<file path="src/rtl/naneye_pixel_framer_if.sv">
// Signal bundle between the RX decoder, the pixel framer and the pixel/line-buffer logic.
// The framer is the slave side; the decoder/consumer pair (or a bench) is the master side.
interface naneye_pixel_framer_if;
  logic        SER_IN;
  logic        SER_IN_EN;
  logic [9:0]  PIX_DATA;
  logic        PIX_VALID;
  logic        PIX_SOF;
  logic        PIX_EOL;
  logic        PIX_EOF;
  logic        FRAME_ERR;
  logic        IN_FRAME;
  logic [15:0] FRAME_CNT;
  logic [15:0] ERR_CNT;

  modport master (
    output SER_IN, SER_IN_EN,
    input  PIX_DATA, PIX_VALID, PIX_SOF, PIX_EOL, PIX_EOF,
    input  FRAME_ERR, IN_FRAME, FRAME_CNT, ERR_CNT
  );

  modport slave (
    input  SER_IN, SER_IN_EN,
    output PIX_DATA, PIX_VALID, PIX_SOF, PIX_EOL, PIX_EOF,
    output FRAME_ERR, IN_FRAME, FRAME_CNT, ERR_CNT
  );
endinterface

</file>
<file path="src/rtl/naneye_pixel_framer.sv">
// NanEye pixel framer: hunts the sync run, frames 12-bit words into tagged 10-bit pixels.
// Define FRAMER_ERRCNT_EN to build the saturating framing-error counter behind ERR_CNT.
module naneye_pixel_framer #(
  parameter int COLS      = 250,
  parameter int ROWS      = 250,
  parameter int SYNC_ONES = 24
) (
  input  logic                  SCLOCK,
  input  logic                  RESET,
  naneye_pixel_framer_if.slave  bus
);
  localparam int CW = (COLS > 1) ? $clog2(COLS) : 1;
  localparam int RW = (ROWS > 1) ? $clog2(ROWS) : 1;
  localparam int SW = $clog2(SYNC_ONES + 1);

  typedef enum logic {HUNT = 1'b0, DATA = 1'b1} state_e;

  state_e          state_q, state_d;
  logic [SW-1:0]   run_cnt_q, run_cnt_d;
  logic [3:0]      bit_cnt_q, bit_cnt_d;
  logic [CW-1:0]   col_q, col_d;
  logic [RW-1:0]   row_q, row_d;
  logic [10:0]     shift_q;
  logic [9:0]      pix_data_q, pix_data_d;
  logic            pix_valid_q, pix_valid_d;
  logic            pix_sof_q, pix_sof_d;
  logic            pix_eol_q, pix_eol_d;
  logic            pix_eof_q, pix_eof_d;
  logic            frame_err_q, frame_err_d;
  logic            in_frame_q, in_frame_d;
  logic [15:0]     frame_cnt_q, frame_cnt_d;

  logic [11:0]     word;
  logic            word_done, word_good, last_col, last_row;

  // The incoming bit completes the word together with the 11 bits already shifted in.
  assign word      = {shift_q, bus.SER_IN};
  assign word_done = (state_q == DATA) && bus.SER_IN_EN && (bit_cnt_q == 4'd11);
  assign word_good = word[11] && !word[0];
  assign last_col  = (col_q == CW'(COLS - 1));
  assign last_row  = (row_q == RW'(ROWS - 1));

  always_ff @(posedge SCLOCK) begin
    if (RESET) begin
      state_q     <= HUNT;
      run_cnt_q   <= '0;
      bit_cnt_q   <= '0;
      col_q       <= '0;
      row_q       <= '0;
      pix_data_q  <= '0;
      pix_valid_q <= 1'b0;
      pix_sof_q   <= 1'b0;
      pix_eol_q   <= 1'b0;
      pix_eof_q   <= 1'b0;
      frame_err_q <= 1'b0;
      in_frame_q  <= 1'b0;
      frame_cnt_q <= '0;
    end else begin
      state_q     <= state_d;
      run_cnt_q   <= run_cnt_d;
      bit_cnt_q   <= bit_cnt_d;
      col_q       <= col_d;
      row_q       <= row_d;
      pix_data_q  <= pix_data_d;
      pix_valid_q <= pix_valid_d;
      pix_sof_q   <= pix_sof_d;
      pix_eol_q   <= pix_eol_d;
      pix_eof_q   <= pix_eof_d;
      frame_err_q <= frame_err_d;
      in_frame_q  <= in_frame_d;
      frame_cnt_q <= frame_cnt_d;
    end
  end

  always_ff @(posedge SCLOCK) begin
    if (bus.SER_IN_EN) shift_q <= word[10:0];
  end

  always_comb begin
    state_d   = state_q;
    run_cnt_d = run_cnt_q;
    bit_cnt_d = bit_cnt_q;
    col_d     = col_q;
    row_d     = row_q;
    if (bus.SER_IN_EN) begin
      case (state_q)
        HUNT: begin
          if (bus.SER_IN) begin
            if (run_cnt_q < SW'(SYNC_ONES)) run_cnt_d = run_cnt_q + 1'b1;
          end else if (run_cnt_q >= SW'(SYNC_ONES)) begin
            state_d   = DATA;
            run_cnt_d = '0;
            bit_cnt_d = '0;
            col_d     = '0;
            row_d     = '0;
          end else begin
            run_cnt_d = '0;
          end
        end
        DATA: begin
          if (bit_cnt_q != 4'd11) begin
            bit_cnt_d = bit_cnt_q + 1'b1;
          end else begin
            bit_cnt_d = '0;
            // A bad word or the last pixel both end the frame; no mid-frame resync.
            if (!word_good || (last_col && last_row)) begin
              state_d   = HUNT;
              run_cnt_d = '0;
            end else if (last_col) begin
              col_d = '0;
              row_d = row_q + 1'b1;
            end else begin
              col_d = col_q + 1'b1;
            end
          end
        end
      endcase
    end
  end

  // Flags come from col/row before they advance; IN_FRAME lingers for the strobe cycle.
  always_comb begin
    pix_valid_d = word_done && word_good;
    pix_data_d  = pix_valid_d ? word[10:1] : pix_data_q;
    pix_sof_d   = pix_valid_d && (col_q == '0) && (row_q == '0);
    pix_eol_d   = pix_valid_d && last_col;
    pix_eof_d   = pix_eol_d && last_row;
    frame_err_d = word_done && !word_good;
    in_frame_d  = (state_d == DATA) || (state_q == DATA);
    frame_cnt_d = frame_cnt_q + {15'd0, pix_eof_d};
  end

`ifdef FRAMER_ERRCNT_EN
  logic [15:0] err_cnt_q, err_cnt_d;

  always_comb begin
    err_cnt_d = err_cnt_q;
    if (frame_err_d && (err_cnt_q != 16'hFFFF)) err_cnt_d = err_cnt_q + 16'd1;
  end

  always_ff @(posedge SCLOCK) begin
    if (RESET) err_cnt_q <= '0;
    else       err_cnt_q <= err_cnt_d;
  end

  assign bus.ERR_CNT = err_cnt_q;
`else
  assign bus.ERR_CNT = 16'd0;
`endif

  assign bus.PIX_DATA  = pix_data_q;
  assign bus.PIX_VALID = pix_valid_q;
  assign bus.PIX_SOF   = pix_sof_q;
  assign bus.PIX_EOL   = pix_eol_q;
  assign bus.PIX_EOF   = pix_eof_q;
  assign bus.FRAME_ERR = frame_err_q;
  assign bus.IN_FRAME  = in_frame_q;
  assign bus.FRAME_CNT = frame_cnt_q;
endmodule
</file>
<file path="src/flat_wrapper.sv">
// flat-port wrapper written by rule: the top's interface ports become plain ports
module naneye_pixel_framer_flat 
#(
  parameter int COLS      = 250,
  parameter int ROWS      = 250,
  parameter int SYNC_ONES = 24
)
  (SCLOCK, RESET, bus_SER_IN, bus_SER_IN_EN, bus_PIX_DATA, bus_PIX_VALID, bus_PIX_SOF, bus_PIX_EOL, bus_PIX_EOF, bus_FRAME_ERR, bus_IN_FRAME, bus_FRAME_CNT, bus_ERR_CNT);
  naneye_pixel_framer_if bus_i ();
  input  logic SCLOCK;
  input  logic RESET;
  input wire logic [$bits(bus_i.SER_IN)-1:0] bus_SER_IN;
  input wire logic [$bits(bus_i.SER_IN_EN)-1:0] bus_SER_IN_EN;
  output wire logic [$bits(bus_i.PIX_DATA)-1:0] bus_PIX_DATA;
  output wire logic [$bits(bus_i.PIX_VALID)-1:0] bus_PIX_VALID;
  output wire logic [$bits(bus_i.PIX_SOF)-1:0] bus_PIX_SOF;
  output wire logic [$bits(bus_i.PIX_EOL)-1:0] bus_PIX_EOL;
  output wire logic [$bits(bus_i.PIX_EOF)-1:0] bus_PIX_EOF;
  output wire logic [$bits(bus_i.FRAME_ERR)-1:0] bus_FRAME_ERR;
  output wire logic [$bits(bus_i.IN_FRAME)-1:0] bus_IN_FRAME;
  output wire logic [$bits(bus_i.FRAME_CNT)-1:0] bus_FRAME_CNT;
  output wire logic [$bits(bus_i.ERR_CNT)-1:0] bus_ERR_CNT;
  assign bus_i.SER_IN = bus_SER_IN;
  assign bus_i.SER_IN_EN = bus_SER_IN_EN;
  assign bus_PIX_DATA = bus_i.PIX_DATA;
  assign bus_PIX_VALID = bus_i.PIX_VALID;
  assign bus_PIX_SOF = bus_i.PIX_SOF;
  assign bus_PIX_EOL = bus_i.PIX_EOL;
  assign bus_PIX_EOF = bus_i.PIX_EOF;
  assign bus_FRAME_ERR = bus_i.FRAME_ERR;
  assign bus_IN_FRAME = bus_i.IN_FRAME;
  assign bus_FRAME_CNT = bus_i.FRAME_CNT;
  assign bus_ERR_CNT = bus_i.ERR_CNT;
  naneye_pixel_framer #(.COLS(COLS), .ROWS(ROWS), .SYNC_ONES(SYNC_ONES)) u_core (.SCLOCK(SCLOCK), .RESET(RESET), .bus(bus_i));
endmodule
</file>
<file path="config.mk">
export PLATFORM = sky130hd
export DESIGN_NAME = naneye_pixel_framer_flat
export DESIGN_NICKNAME = d
export VERILOG_FILES = /design/src/rtl/naneye_pixel_framer_if.sv /design/src/rtl/naneye_pixel_framer.sv /design/src/flat_wrapper.sv
export SDC_FILE = /design/constraint.sdc
export NUM_CORES = 1
export LEC_CHECK = 0
export BUFFER_PORTS_ARGS = -buffer_cell sky130_fd_sc_hd__buf_4
export CAP_MARGIN = 30
export CORE_ASPECT_RATIO = 1.25
export CORE_UTILIZATION = 56
export DETAILED_ROUTE_END_ITERATION = 8
export PLACE_DENSITY = 0.79
export SYNTH_ARGS = -nofsm -noshare
export SYNTH_HDL_FRONTEND = slang
export SYNTH_SLANG_ARGS = --single-unit
</file>
<file path="constraint.sdc">
create_clock -name SCLOCK -period 2.8 [get_ports SCLOCK]
set_clock_uncertainty 0.05 [all_clocks]
set_input_delay 0.28 -clock SCLOCK [delete_from_list [all_inputs] [get_ports SCLOCK]]
set_output_delay 0.28 -clock SCLOCK [all_outputs]
set_load 0.005 [all_outputs]
</file>
==> flow_summary.ini <==
[status]
outcome = completed

[sta]
finalCritPeriodShare_pct = 88.7
timing.fmax_mhz = 403
hold_viol_final = 0
slew_viol_final = 0
setup_ws_ns = 0.317
grt_setup_unrepaired = no
layout_min_cycle_time_ns = 2.48
tns_ns = 0
tightest_slew_ns = 0.680
finalSetupViolations = 0
slew_headroom_pct = 54.5
whs_ns = 0.108

[cts]
cts_hold_buf = 0
cts_repair_resize_count = 0
clk_latency_ns = 0.35
cts_sinks = 69
cts.root.buffer_cell = clkbuf_8
cts.clk_slew.worst_paths_ns = 0.07
numCtsBuffers = 9
clock_path_buffers = 2
cts_setup_buffers = 0
ctsHtreeMaxLevel = 3
cts_tree = yes

[min_path]
hold_class = input pin to flop
hp-start = bus_SER_IN
whs_path_depth = 1
holdPathEnd = u_core.shift_q[0]

[global_route]
grt_usage_pct = 23.1
grt_pass1_wl_mm = 10.8
grt_overflow = 0
first_global_vias = 2408
antenna_found_initial = 0
grt_max_degree = 48

[synth]
synth_area_leader_cell = dfxtp_1
synthTopCellsByArea = dfxtp_1, edfxtp_1, ha_1
yosysSeqAreaShare_pct = 47.2
yosys_warnings = 0
syn_inst = 352
synth_cell_types = 44
synth-seq-cells = 69
synth_common_cells = dfxtp_1, nand2_1, nor2_1, a21oi_1, nand3_1
yosys_most_used_dff = dfxtp_1
synth_top_area_share_pct = 36.8
synth_edf_count = 11
postSynthAreaPerCell_um2 = 8.97
syn_area_um2 = 3160
ys_async_sr_fraction_pct = 0
yosysMostFrequentCell = dfxtp_1

[power_and_ir_drop]
cellLeakagePower_nw = 1.47
ir_drop_v = 0.000536
powerDensity_nw_per_um2 = 538

[worst_setup_path]
critPathMaxFanout = 5
r2r_cells = 10
path_cells = ha_1 > nand3b_1 > nor2_1 > nand2_1 > nor2_1 > ha_1 > and3_1 > nand4_1 > or3_1 > a21oi_1
slowest_delay_ns = 0.37
rr_endpoint = u_core.bus.FRAME_CNT[13]
crit_family = simple AND/OR/NAND/NOR gates
slowest_stage = dfxtp_1
cp-start-kind = flop
critical_path_class = flop to flop
crit_arrival_ns = 2.70
path_buf_inv = 0
r2r-start = u_core.bit_cnt_q[0]
endpoint_kind = flop
required_ns = 3.02
r2r_slack_ns = 0.32

[placed_design]
port_buffers = 35
place_area_um2 = 3420
place_congestion = 0.869
dp.cells = 441
hpwl_mm = 4.48
dp_slack_ns = 0.314

[floorplanning]
io_pins = 52
rows = 30
start_util_pct = 58.0
coreArea_um2 = 5440
chipWidth_um = 69.2
dieArea_um2 = 5950
die_h_um = 86.0

[routing]
drcViolationCount = 0
first_pass_iters = 4
avgViaCountPerCell = 5.64
vias = 2578
wirelength_mm = 6.48
ant_nets = 0
drtIter0Drc = 135
wire_per_inst_um = 14.2

[layout]
syn_to_final_growth_pct = 15.1
layout.nets = 404
drive_gt1_share_pct = 14.2
fin_area_um2 = 3630
final_cells = 457
antenna_cells = 0
fillCellCount = 442

[run]
drv_cap = 0
## metrics by stage
| step | util, % | power [W] |
|---|---|---|
| floorplan | - | 0.00109 |
| global placement | 62.8 | 0.00109 |
| detailed placement | 62.8 | 0.00109 |
| CTS | 66.8 | 0.00196 |
| global route | 66.8 | 0.00201 |
| finish | 66.8 | 0.00195 |
## worst max path at each step
| stage | depth (start not counted) | endpoint | slack [ns] | startpoint |
|---|---|---|---|---|
| after floorplan | 12 | u_core.bus.FRAME_CNT[13] | 0.28 | u_core.bit_cnt_q[0] |
| after global placement | 11 | u_core.bus.FRAME_CNT[15] | 0.46 | u_core.bit_cnt_q[0] |
| after detailed placement | 10 | u_core.bus.FRAME_CNT[13] | 0.31 | u_core.bit_cnt_q[0] |
| after CTS | 10 | u_core.bus.FRAME_CNT[13] | 0.31 | u_core.bit_cnt_q[0] |
| after global routing | 10 | u_core.bus.FRAME_CNT[13] | 0.007 | u_core.bit_cnt_q[0] |
| final | 10 | u_core.bus.FRAME_CNT[13] | 0.32 | u_core.bit_cnt_q[0] |
## power by group
part | internal (W) | switching, W
combinational | 0.0000104 | 0.0000335
sequential | 0.00102 | 0.00000683
clock | 0.000520 | 0.000365
total | 0.00155 | 0.000405
## layout make-up
type,instances,area [um2],share of cell area [%]
inverters,10,37.5,1.03
well taps,64,80.1,2.20
repair buffers,39,293,8.06
clock buffers,11,141,3.89
flip-flops and latches,69,1490,41.0
multi-input cells,259,1520,41.7
clock inverters,5,75.1,2.07
## state kept, by name, summed over array words and instances, names as in the netlist
register              count
u_core.bus.FRAME_CNT     16
u_core.shift_q           11
u_core.bus.PIX_DATA      10
u_core.col_q              8
u_core.row_q              8
u_core.run_cnt_q          5
u_core.bit_cnt_q          4
u_core.bus.FRAME_ERR      1
u_core.bus.IN_FRAME       1
u_core.bus.PIX_EOF        1
u_core.bus.PIX_EOL        1
u_core.bus.PIX_SOF        1
u_core.bus.PIX_VALID      1
u_core.state_q            1
## cell usage in the layout, fill, tap and decap left out, drive strengths merged, types with 7 or more instances in the layout
cell,count
dfxtp,58
buf,39
nand2,38
nor2,38
a21oi,26
nand3,17
conb,16
ha,12
nor3,11
o21ai,11
xor2,11
edfxtp,11
clkbuf,11
inv,10
and3,9
nand4,9
xnor2,7
and2,7
## cell families (layout without fill, tap and decap cells)
kind of cell               count (synthesis)  after routing  synth area share (%)
DFF                                       69             69                  47.2
adders and majority gates                 12             12                  4.75
other                                      1             16                 0.119
buffers and inverters                     39             65                  6.54
muxes                                      2              2                 0.674
AOI/OAI and AO/OA                         51             51                  9.55
and+or+nand+nor                          160            160                  26.1
xor gates and xnor gates                  18             18                  4.99
## routing by layer
metal | routed length, um | share of wire, % | global-route usage (%)
met5 | 0 | 0 | 0
met4 | 108 | 1.7 | 11.5
met3 | 349 | 5.4 | 6.23
met2 | 3340 | 52 | 40.3
met1 | 2680 | 41 | 25.9
Note: power is estimated with default switching activity, not from simulation.
